--- src/rtl/demux_credit_sched_pkg.sv ---
`default_nettype none
// +----------------------------------------------------------------------------+
// | demux_credit_sched_pkg                                                     |
// | Shared constants, state encoding and port-legality helper for the          |
// | credit-based demux scheduler.                                              |
// | Revision: 1.0                                                              |
// +----------------------------------------------------------------------------+
package demux_credit_sched_pkg;
  localparam int c_num_ports = 6;
  localparam int c_port_w    = 3;
  localparam int c_cred_w    = 4;
  localparam int c_stall_w   = 16;

  localparam logic [c_port_w-1:0] c_illegal_port_lo = 3'd6;
  localparam logic [c_port_w-1:0] c_illegal_port_hi = 3'd7;

  typedef enum logic [0:0] {
    st_empty = 1'b0,
    st_hold  = 1'b1
  } sched_state_t;

  function automatic logic port_is_illegal(input logic [c_port_w-1:0] port);
    return (port == c_illegal_port_lo) || (port == c_illegal_port_hi);
  endfunction
endpackage
`default_nettype wire

--- src/rtl/demux_credit_sched_if.sv ---
`default_nettype none
// +----------------------------------------------------------------------------+
// | demux_credit_sched_if                                                      |
// | Upstream flit handshake, credit returns and demux launch bus.              |
// | Revision: 1.0                                                              |
// +----------------------------------------------------------------------------+
interface demux_credit_sched_if #(
  parameter int DW = 32
);
  import demux_credit_sched_pkg::*;

  logic                    in_valid;
  logic                    in_ready;
  logic [DW-1:0]           in_data;
  logic [c_port_w-1:0]     in_port;
  logic [c_num_ports-1:0]  credit_ret;
  logic                    dmx_valid;
  logic [c_port_w-1:0]     dmx_sel;
  logic [DW-1:0]           dmx_data;

  modport master (
    output in_valid, in_data, in_port, credit_ret,
    input  in_ready, dmx_valid, dmx_sel, dmx_data
  );

  modport slave (
    input  in_valid, in_data, in_port, credit_ret,
    output in_ready, dmx_valid, dmx_sel, dmx_data
  );
endinterface
`default_nettype wire

--- src/rtl/demux_credit_sched_credit_cnt.sv ---
`default_nettype none
// +----------------------------------------------------------------------------+
// | demux_credit_sched_credit_cnt                                              |
// | Per-port credit counter, saturating at CRED with an overflow pulse.        |
// | Revision: 1.0                                                              |
// +----------------------------------------------------------------------------+
module demux_credit_sched_credit_cnt
  import demux_credit_sched_pkg::*;
#(
  parameter int CRED = 4
) (
  input  logic                clk,
  input  logic                rst_n,
  input  logic                inc,
  input  logic                dec,
  output logic [c_cred_w-1:0] count,
  output logic                overflow
);
  localparam logic [c_cred_w-1:0] c_full = c_cred_w'(CRED);

  logic [c_cred_w-1:0] r_count;

  // Simultaneous inc and dec cancel, so a full counter may still take a return.
  assign overflow = inc && !dec && (r_count == c_full);
  assign count    = r_count;

  always_ff @(posedge clk or negedge rst_n) begin
    if (!rst_n) begin
      r_count <= c_full;
    end else if (inc && !dec && (r_count != c_full)) begin
      r_count <= r_count + c_cred_w'(1);
    end else if (dec && !inc) begin
      r_count <= r_count - c_cred_w'(1);
    end
  end
endmodule
`default_nettype wire

--- src/rtl/demux_credit_sched.sv ---
`default_nettype none
// +----------------------------------------------------------------------------+
// | demux_credit_sched                                                         |
// | Single-entry credit-gated scheduler feeding a 1-to-6 flit demux.           |
// | Revision: 1.0                                                              |
// +----------------------------------------------------------------------------+
module demux_credit_sched
  import demux_credit_sched_pkg::*;
#(
  parameter int DW   = 32,
  parameter int CRED = 4,
  parameter int TO   = 255
) (
  input  logic                 clk,
  input  logic                 rst_n,
  demux_credit_sched_if.slave  bus,
  output logic                 stall_alarm,
  output logic                 err_port,
  output logic                 err_cred
);
  localparam int                   c_sel_span = 1 << c_port_w;
  localparam logic [c_stall_w-1:0] c_to       = c_stall_w'(TO);

  sched_state_t           r_state;
  sched_state_t           w_state_nxt;
  logic [DW-1:0]          r_hold_data;
  logic [c_port_w-1:0]    r_hold_port;
  logic [c_stall_w-1:0]   r_stall_cnt;
  logic                   r_err_port;
  logic                   r_err_cred;

  logic [c_num_ports-1:0] w_dec;
  logic [c_num_ports-1:0] w_ovf;
  logic [c_cred_w-1:0]    w_credit [c_num_ports];
  logic [c_sel_span-1:0]  w_avail;
  logic                   w_fire;
  logic                   w_ready;
  logic                   w_accept;
  logic                   w_load;

  genvar k;
  generate
    for (k = 0; k < c_num_ports; k++) begin : g_credit
      demux_credit_sched_credit_cnt #(
        .CRED (CRED)
      ) u_credit_cnt (
        .clk      (clk),
        .rst_n    (rst_n),
        .inc      (bus.credit_ret[k]),
        .dec      (w_dec[k]),
        .count    (w_credit[k]),
        .overflow (w_ovf[k])
      );
      assign w_dec[k]   = w_fire && (r_hold_port == c_port_w'(k));
      assign w_avail[k] = (w_credit[k] != '0);
    end
    // Illegal codes never reach the holding register; pad them as unavailable.
    for (k = c_num_ports; k < c_sel_span; k++) begin : g_avail_pad
      assign w_avail[k] = 1'b0;
    end
  endgenerate

  always_comb begin
    w_fire      = 1'b0;
    w_ready     = 1'b0;
    w_accept    = 1'b0;
    w_load      = 1'b0;
    w_state_nxt = r_state;

    w_fire   = (r_state == st_hold) && w_avail[r_hold_port];
    w_ready  = (r_state == st_empty) || w_fire;
    w_accept = bus.in_valid && w_ready;
    w_load   = w_accept && !port_is_illegal(bus.in_port);

    if (w_load) begin
      w_state_nxt = st_hold;
    end else if (w_fire) begin
      w_state_nxt = st_empty;
    end
  end

  always_ff @(posedge clk or negedge rst_n) begin
    if (!rst_n) begin
      r_state <= st_empty;
    end else begin
      r_state <= w_state_nxt;
    end
  end

  always_ff @(posedge clk or negedge rst_n) begin
    if (!rst_n) begin
      r_hold_data <= '0;
      r_hold_port <= '0;
    end else if (w_load) begin
      r_hold_data <= bus.in_data;
      r_hold_port <= bus.in_port;
    end
  end

  always_ff @(posedge clk or negedge rst_n) begin
    if (!rst_n) begin
      r_stall_cnt <= '0;
      r_err_port  <= 1'b0;
      r_err_cred  <= 1'b0;
    end else begin
      if ((r_state != st_hold) || w_fire) begin
        r_stall_cnt <= '0;
      end else if (r_stall_cnt != c_to) begin
        r_stall_cnt <= r_stall_cnt + c_stall_w'(1);
      end
      r_err_port <= w_accept && port_is_illegal(bus.in_port);
      r_err_cred <= r_err_cred || (|w_ovf);
    end
  end

  assign bus.in_ready  = w_ready;
  assign bus.dmx_valid = w_fire;
  assign bus.dmx_sel   = r_hold_port;
  assign bus.dmx_data  = r_hold_data;
  assign stall_alarm   = (r_stall_cnt == c_to);
  assign err_port      = r_err_port;
  assign err_cred      = r_err_cred;
endmodule
`default_nettype wire

--- src/flat_wrapper.sv ---
// flat-port wrapper written by rule: the top's interface ports become plain ports
module demux_credit_sched_flat import demux_credit_sched_pkg::*;
#(
  parameter int DW   = 32,
  parameter int CRED = 4,
  parameter int TO   = 255
)
  (clk, rst_n, stall_alarm, err_port, err_cred, bus_in_valid, bus_in_data, bus_in_port, bus_credit_ret, bus_in_ready, bus_dmx_valid, bus_dmx_sel, bus_dmx_data);
  demux_credit_sched_if #(.DW(DW)) bus_i ();
  input  logic clk;
  input  logic rst_n;
  output logic stall_alarm;
  output logic err_port;
  output logic err_cred;
  input wire logic [$bits(bus_i.in_valid)-1:0] bus_in_valid;
  input wire logic [$bits(bus_i.in_data)-1:0] bus_in_data;
  input wire logic [$bits(bus_i.in_port)-1:0] bus_in_port;
  input wire logic [$bits(bus_i.credit_ret)-1:0] bus_credit_ret;
  output wire logic [$bits(bus_i.in_ready)-1:0] bus_in_ready;
  output wire logic [$bits(bus_i.dmx_valid)-1:0] bus_dmx_valid;
  output wire logic [$bits(bus_i.dmx_sel)-1:0] bus_dmx_sel;
  output wire logic [$bits(bus_i.dmx_data)-1:0] bus_dmx_data;
  assign bus_i.in_valid = bus_in_valid;
  assign bus_i.in_data = bus_in_data;
  assign bus_i.in_port = bus_in_port;
  assign bus_i.credit_ret = bus_credit_ret;
  assign bus_in_ready = bus_i.in_ready;
  assign bus_dmx_valid = bus_i.dmx_valid;
  assign bus_dmx_sel = bus_i.dmx_sel;
  assign bus_dmx_data = bus_i.dmx_data;
  demux_credit_sched #(.DW(DW), .CRED(CRED), .TO(TO)) u_core (.clk(clk), .rst_n(rst_n), .bus(bus_i), .stall_alarm(stall_alarm), .err_port(err_port), .err_cred(err_cred));
endmodule
--- config.mk ---
export PLATFORM = sky130hd
export DESIGN_NAME = demux_credit_sched_flat
export DESIGN_NICKNAME = d
export VERILOG_FILES = /design/src/rtl/demux_credit_sched_pkg.sv /design/src/rtl/demux_credit_sched_if.sv /design/src/rtl/demux_credit_sched_credit_cnt.sv /design/src/rtl/demux_credit_sched.sv /design/src/flat_wrapper.sv
export SDC_FILE = /design/constraint.sdc
export NUM_CORES = 1
export LEC_CHECK = 0
export BUFFER_PORTS_ARGS = -buffer_cell sky130_fd_sc_hd__buf_4
export CORE_MARGIN = 2
export CORE_UTILIZATION = 49
export DETAILED_ROUTE_END_ITERATION = 10
export GPL_TIMING_DRIVEN = 0
export PLACE_DENSITY = 0.72
export SETUP_SLACK_MARGIN = 0.1
export SYNTH_ARGS = -nofsm -noshare
export SYNTH_HDL_FRONTEND = slang
export SYNTH_SLANG_ARGS = --single-unit
--- constraint.sdc ---
create_clock -name clk -period 3.2 [get_ports clk]
set_input_delay 0 -clock clk [delete_from_list [all_inputs] [get_ports clk]]
set_output_delay 0 -clock clk [all_outputs]
set_load 0.02 [all_outputs]
==> summary.md, run 1 <==
| Metric | Value |
|---|---|
| Outcome | finished clean |
| Hold Vio Cnt, Final | 0 |
| Post-CTS setup buffers | 0 |
| Fillers | 678 |
| CTS Buf Count | 9 |
| Worst EP arrival | 3120 ps |
| Number of global-route vias before repair | 3,507 |
| Layout area overhead | 31.9% |
| Fin worst setup slack | 323 ps |
| Final setup viols | 0 |
| Syn_nets | 446 |
| Detailed Route Iter0 Violations | 109 |
| Startpoint types | flip-flop |
| Longest Clk Path Bufs | 2 |
| Final Max Tran Viols | 0 |
| Area of the die | 0.00953 mm2 |
| Final Critical Period | 2880 ps |
| Global route total overflow | 0 |
| Commonest cells after routing, fill and taps aside | 81 x buf_4, 72 x dfrtp_1, 39 x dlygate4sd3_1 |
| Routed vias | 3,371 |
| Primary FF master, synth | dfrtp_1 |
| Slew @ Worst Pin | 980 ps |
| Routed vias/inst | 5.38 |
| Net count reported at finish | 577 |
| Clock transition at path regs | 80 ps |
| H-tree lvl count | 3 |
| WL/cell | 15.3 um |
| Cell taking the most area after synthesis | dfrtp_1 |
| Mapped Area | 0.00430 mm2 |
| F_max | 0.348 GHz |
| First-pass GRT wire length | 16.2 mm |
| Synth area leaders | dfrtp_1 42%, mux2_4 10%, ha_1 3.8% |
| Cell Pwr Density | 941 mW/mm2 |
| RSZ-0062 raised after global routing | false |
| Commonest non-fill, non-tap cell in the layout | buf_4 |
| Gr usage total | 20.9% |
| Crit. End Element | flip-flop |
| Pleak | 2.61 nW |
| CTS tree | done |
| Register area share after synthesis | 45.6% |
| Count of state elements after synthesis | 78 |
| Synth top area share | 41.9% |
| Initial antenna violation count | 0 |
| DRT antenna net count | 0 |
| Fin Setup TNS | 0 ps |
| Chip height | 97.6 um |
| Hold depth | 5 |
| RePlAce Congestion | 0.796 |
| Post-place setup slack | 269 ps |
| Maxcap violations | 0 |
| Number of synthesized flops with an enable pin | 0 |
| Largest net degree at the start of global routing | 79 |
| Max FO, Critical Path | 6 |
| Required time worst endpoint | 3440 ps |
| Share of layout cells above drive strength 1 | 29.7% |
| Root Driver | clkbuf_8 |
| Clk_lat worst skew | 370 ps |
| Port Buffers | 81 |
| Worst Hold Class | in -> reg |
| Post-detail-place hpwl | 6.40 mm |
| Drt pass-1 iters | 4 |
| Post-Syn Area per Cell | 11.2 um2 |
| Unique cell type count in the Yosys netlist | 55 |
| Skew final | 21.6 ps |
| Top Ports | 84 |
| Die Span X | 97.6 um |
| # DRC | 0 |
| Core region area | 0.00859 mm2 |
| CTS sink cnt | 78 |
| Max_slew headroom | 34.7% |
| Routed WL | 9.58 mm |
| Cells on worst reg2reg path | 11 |
| # rows | 34 |
| Synthesized instance count | 383 |
| ANT cells | 0 |
| CP Class | reg -> reg |
| Period Utilization, post-route | 89.9% |
| Synthesis Warnings | 0 |
| Async SR Flop Fraction | 100% |
| Initial Util | 50.0% |
| VDD IR max | 491 uV |
## stage by stage
stage          power (mW)  cells  hold WS, ps  utilization (%)  cell area, um2
2_1_floorplan        3.60    383         -296                -            4300
3_3_place_gp         4.31    572          227             58.6            5040
3_5_place_dp         4.41    572          221             58.6            5040
4_1_cts              5.33    627         14.3             65.8            5660
5_1_grt              5.70    627         64.6             65.9            5660
6_report             5.33    627         37.9             65.9            5660
## layer usage
metal / up-vias / wire length (um) / GRT usage, %
met3: 25 / 310 / 4.75
met1: 1639 / 4030 / 24.8
met2: 67 / 4950 / 36.3
met4: 0 / 286 / 8.65
met5: - / 0 / 0
li1: 1640 / - / -
## worst max-delay path, stage by stage (launching register included)
cell and delay (ps):
dfrtp_1 410, buf_6 140, or4_4 490, and3_1 260, nor2_2 180, nand2_1 140
ha_1 310, a21o_1 150, a21o_1 190, a21boi_0 130, a311oi_1 290, a21oi_1 70
## final cells by class
cell class | instances | area [um2] | area share (%)
inverter | 15 | 56.3 | 0.994
multi-input combinational | 279 | 2210 | 39.1
tap | 108 | 135 | 2.39
clock inverter | 7 | 103 | 1.81
clock buffer | 9 | 124 | 2.19
sequential | 78 | 1960 | 34.6
buffer | 11 | 73.8 | 1.30
timing repair buffer | 120 | 998 | 17.6
## flip-flops by register name (all words and copies together), names as in the netlist
name / count
u_core.bus.dmx_data: 32
u_core.g_credit.u_credit_cnt.count: 24
u_core.r_stall_cnt: 16
u_core.bus.dmx_sel: 3
u_core.err_cred: 1
u_core.err_port: 1
u_core.r_state: 1
## report_power, final
part / switching, mW / internal [mW] / total, mW / leakage (nW)
registers: 0.420 / 1.42 / 1.84 / 0.936
clock network: 0.405 / 0.452 / 0.856 / 0.117
logic: 1.27 / 1.36 / 2.63 / 1.56
## final timing paths
check	from	end	slack [ps]
hold / removal	bus_credit_ret[5]	u_core.err_cred	40
setup reg to reg	u_core.g_credit[0].u_credit_cnt.count[0]	u_core.g_credit[0].u_credit_cnt.count[3]	320
min in group asynchronous	rst_n	u_core.g_credit[1].u_credit_cnt.count[0]	300
setup / recovery	u_core.g_credit[0].u_credit_cnt.count[0]	u_core.g_credit[0].u_credit_cnt.count[3]	320
max in group asynchronous	rst_n	u_core.r_stall_cnt[8]	2220
hold reg to reg	u_core.g_credit[5].u_credit_cnt.count[3]	u_core.g_credit[5].u_credit_cnt.count[3]	500
## cell families after synthesis
logic type | after synthesis | share of synthesized area, %
fa+ha+maj | 19 | 6.58
mux | 48 | 14.9
xor+xnor | 27 | 5.51
flops | 78 | 45.6
simple gates | 131 | 15.8
buf+inv | 26 | 3.00
compound gates | 54 | 8.59
## Yosys cell counts, types with 4 or more instances
cell type / instances
a21o_1: 7
a21oi_1: 15
a31oi_1: 4
and3_1: 6
buf_6: 4
clkbuf_1: 5
dfrtp_1: 72
dfstp_2: 6
fa_1: 6
ha_1: 13
inv_1: 15
mux2_2: 9
mux2_4: 30
mux2i_1: 9
nand2_1: 22
nand2b_1: 4
nand3_1: 14
nand4_1: 9
nor2_1: 37
nor2b_1: 4
nor3_1: 12
nor4_1: 7
o21ai_0: 9
xnor2_1: 13
xor2_1: 14
## what timing repair did
item / in CTS / in global routing
gates resized for setup: 0 / 4
hold endpoints to repair: 110 / 0
endpoints found under the setup margin: 0 / 5
hold buffers: 39 / 0
(Power assumes the default switching activity.)
==> inputs of run 2 (changes only) <==
--- a/config.mk
+++ b/config.mk
@@ -7,10 +7,10 @@
 export LEC_CHECK = 0
 export BUFFER_PORTS_ARGS = -buffer_cell sky130_fd_sc_hd__buf_4
 export CORE_MARGIN = 2
-export CORE_UTILIZATION = 49
+export CORE_UTILIZATION = 52
 export DETAILED_ROUTE_END_ITERATION = 10
 export GPL_TIMING_DRIVEN = 0
-export PLACE_DENSITY = 0.72
+export PLACE_DENSITY = 0.76
 export SETUP_SLACK_MARGIN = 0.1
 export SYNTH_ARGS = -nofsm -noshare
 export SYNTH_HDL_FRONTEND = slang
==> run 2 against run 1 <==
Non-clock buffer count unchanged. Clock-buffer cell count did not move. Clock skew is 7.3 ps lower. Combinational power about the same. Core utilization grew 3.5 points. Fmax fell by 0.64%. Design area decreased by 0.84%. Register-to-register slack got worse by 20 ps. Global-route usage rose by 1.8 points.
==> summary.md, run 2 (synthesized netlist as in run 1, its figures left out) <==
| Metric | Value |
|---|---|
| Outcome | finished clean |
| H-tree lvl count | 3 |
| Core region area | 0.00809 mm2 |
| Period Utilization, post-route | 90.5% |
| Worst EP arrival | 3130 ps |
| RSZ-0062 raised after global routing | false |
| Post-place setup slack | 271 ps |
| CTS sink cnt | 78 |
| Final Critical Period | 2900 ps |
| Fillers | 611 |
| Initial antenna violation count | 0 |
| Commonest cells after routing, fill and taps aside | 81 x buf_4, 72 x dfrtp_1, 39 x dlygate4sd3_1 |
| Final Cell Area | 0.00562 mm2 |
| Die Span X | 94.9 um |
| F_max | 0.345 GHz |
| DRT antenna net count | 0 |
| Net Sw Frac | 40.6% |
| Post-CTS setup buffers | 0 |
| Detailed Route Iter0 Violations | 192 |
| Layout area overhead | 30.8% |
| VDD IR max | 627 uV |
| Final setup viols | 0 |
| Port Buffers | 81 |
| Routed vias/inst | 5.44 |
| Sequential share of power | 35.6% |
| Logic pwr share | 51.0% |
| # rows | 33 |
| Clock power share | 13.4% |
| Final Max Tran Viols | 0 |
| Gr usage total | 22.6% |
| Crit. End Element | flip-flop |
| Min Hold Slack | 48.2 ps |
| Drt pass-1 iters | 4 |
| Share of layout cells above drive strength 1 | 29.7% |
| RePlAce Congestion | 0.809 |
| CTS Buf Count | 9 |
| Clock transition at path regs | 90 ps |
| Max FO, Critical Path | 6 |
| Largest net degree at the start of global routing | 79 |
| Non-filler instance count after layout | 624 |
| Number of global-route vias before repair | 3,451 |
| Longest Clk Path Bufs | 2 |
| Placed Instances | 569 |
| Global route total overflow | 0 |
| Required time worst endpoint | 3440 ps |
| Worst Hold Class | in -> reg |
| Hold Vio Cnt, Final | 0 |
| # DRC | 0 |
| Placed Area | 0.00503 mm2 |
| Net count reported at finish | 577 |
| Maxcap violations | 0 |
| Fin Setup TNS | 0 ps |
| Skew final | 14.3 ps |
| CP Class | reg -> reg |
| Fin worst setup slack | 305 ps |
| WL/cell | 15.4 um |
| Cell Pwr Density | 922 mW/mm2 |
| Max reg flops | 32 |
| Root Driver | clkbuf_8 |
| Slew @ Worst Pin | 976 ps |
| Post-detail-place hpwl | 6.44 mm |
| Startpoint types | flip-flop |
| Total power | 5.18 mW |
| Initial Util | 53.1% |
| Switching power of the nets | 2.10 mW |
| ANT cells | 0 |
| Pleak | 2.59 nW |
| Top Ports | 84 |
| First-pass GRT wire length | 15.9 mm |
| Commonest non-fill, non-tap cell in the layout | buf_4 |
| Clk_lat worst skew | 360 ps |
| Routed vias | 3,394 |
| Internal | 3.08 mW |
| Area of the die | 0.00900 mm2 |
| Final core occ | 69.4% |
| Max_slew headroom | 34.9% |
| Chip height | 94.9 um |
| Routed WL | 9.63 mm |
| CTS tree | done |
==> run 2: changes by cell type in the layout (fill, tap and decap cells not counted) <==
cell	before	now
bufinv_16	2	0
clkinvlp_4	0	1
clkinv_4	0	3
inv_6	3	1
==> run 2: what timing repair did <==
item,CTS,global route
setup endpoints to repair,0,5
resized for setup,0,4
hold buffers,39,0
endpoints found under the hold margin,110,0
==> run 2: worst paths after layout <==
check / from / to / slack (ps) / cells after the start
setup / recovery: u_core.g_credit[0].u_credit_cnt.count[0] / u_core.g_credit[0].u_credit_cnt.count[3] / 300 / 11
hold / removal: bus_credit_ret[0] / u_core.g_credit[0].u_credit_cnt.count[0] / 50 / 2
setup reg to reg: u_core.g_credit[0].u_credit_cnt.count[0] / u_core.g_credit[0].u_credit_cnt.count[3] / 300 / 11
hold reg to reg: u_core.g_credit[1].u_credit_cnt.count[3] / u_core.g_credit[1].u_credit_cnt.count[3] / 500 / 1
max in group asynchronous: rst_n / u_core.g_credit[4].u_credit_cnt.count[3] / 2220 / 2
min in group asynchronous: rst_n / u_core.g_credit[1].u_credit_cnt.count[0] / 310 / 2
==> run 2: power by group through the flow <==
stage	clock, mW	combinational [mW]	sequential (mW)
finish	0.695	2.64	1.84
global route	0.760	2.89	1.90
CTS	0.710	2.64	1.82
detailed placement	0	2.59	1.83
global placement	0	2.48	1.81
floorplan	0	1.57	2.03
==> run 2: metal layers <==
layer | part of all wire [%] | up-vias | GRT usage, %
met4 | 1.9 | 0 | 7.61
met2 | 52 | 77 | 39.1
met3 | 3.9 | 17 | 4.87
li1 | - | 1641 | -
met5 | 0 | - | 0
met1 | 42 | 1659 | 28.1
==> run 2: layout make-up <==
class / count / area (um2) / share of cell area (%)
clock inverters: 7 / 58.8 / 1.05
inverters: 15 / 56.3 / 1.00
well taps: 105 / 131 / 2.34
multi-input cells: 279 / 2210 / 39.4
plain buffers: 11 / 73.8 / 1.31
repair buffers: 120 / 998 / 17.8
flip-flops and latches: 78 / 1960 / 34.9
clock buffers: 9 / 124 / 2.21
==> run 2: worst max-delay path: stages, from the launching register on <==
cell and delay [ps]:
dfrtp_1 420, buf_6 150, or4_4 490, and3_1 250, nor2_2 190, nand2_1 140, ha_1 310, a21o_1 150
a21o_1 190, a21boi_0 130, a311oi_1 280, a21oi_1 70
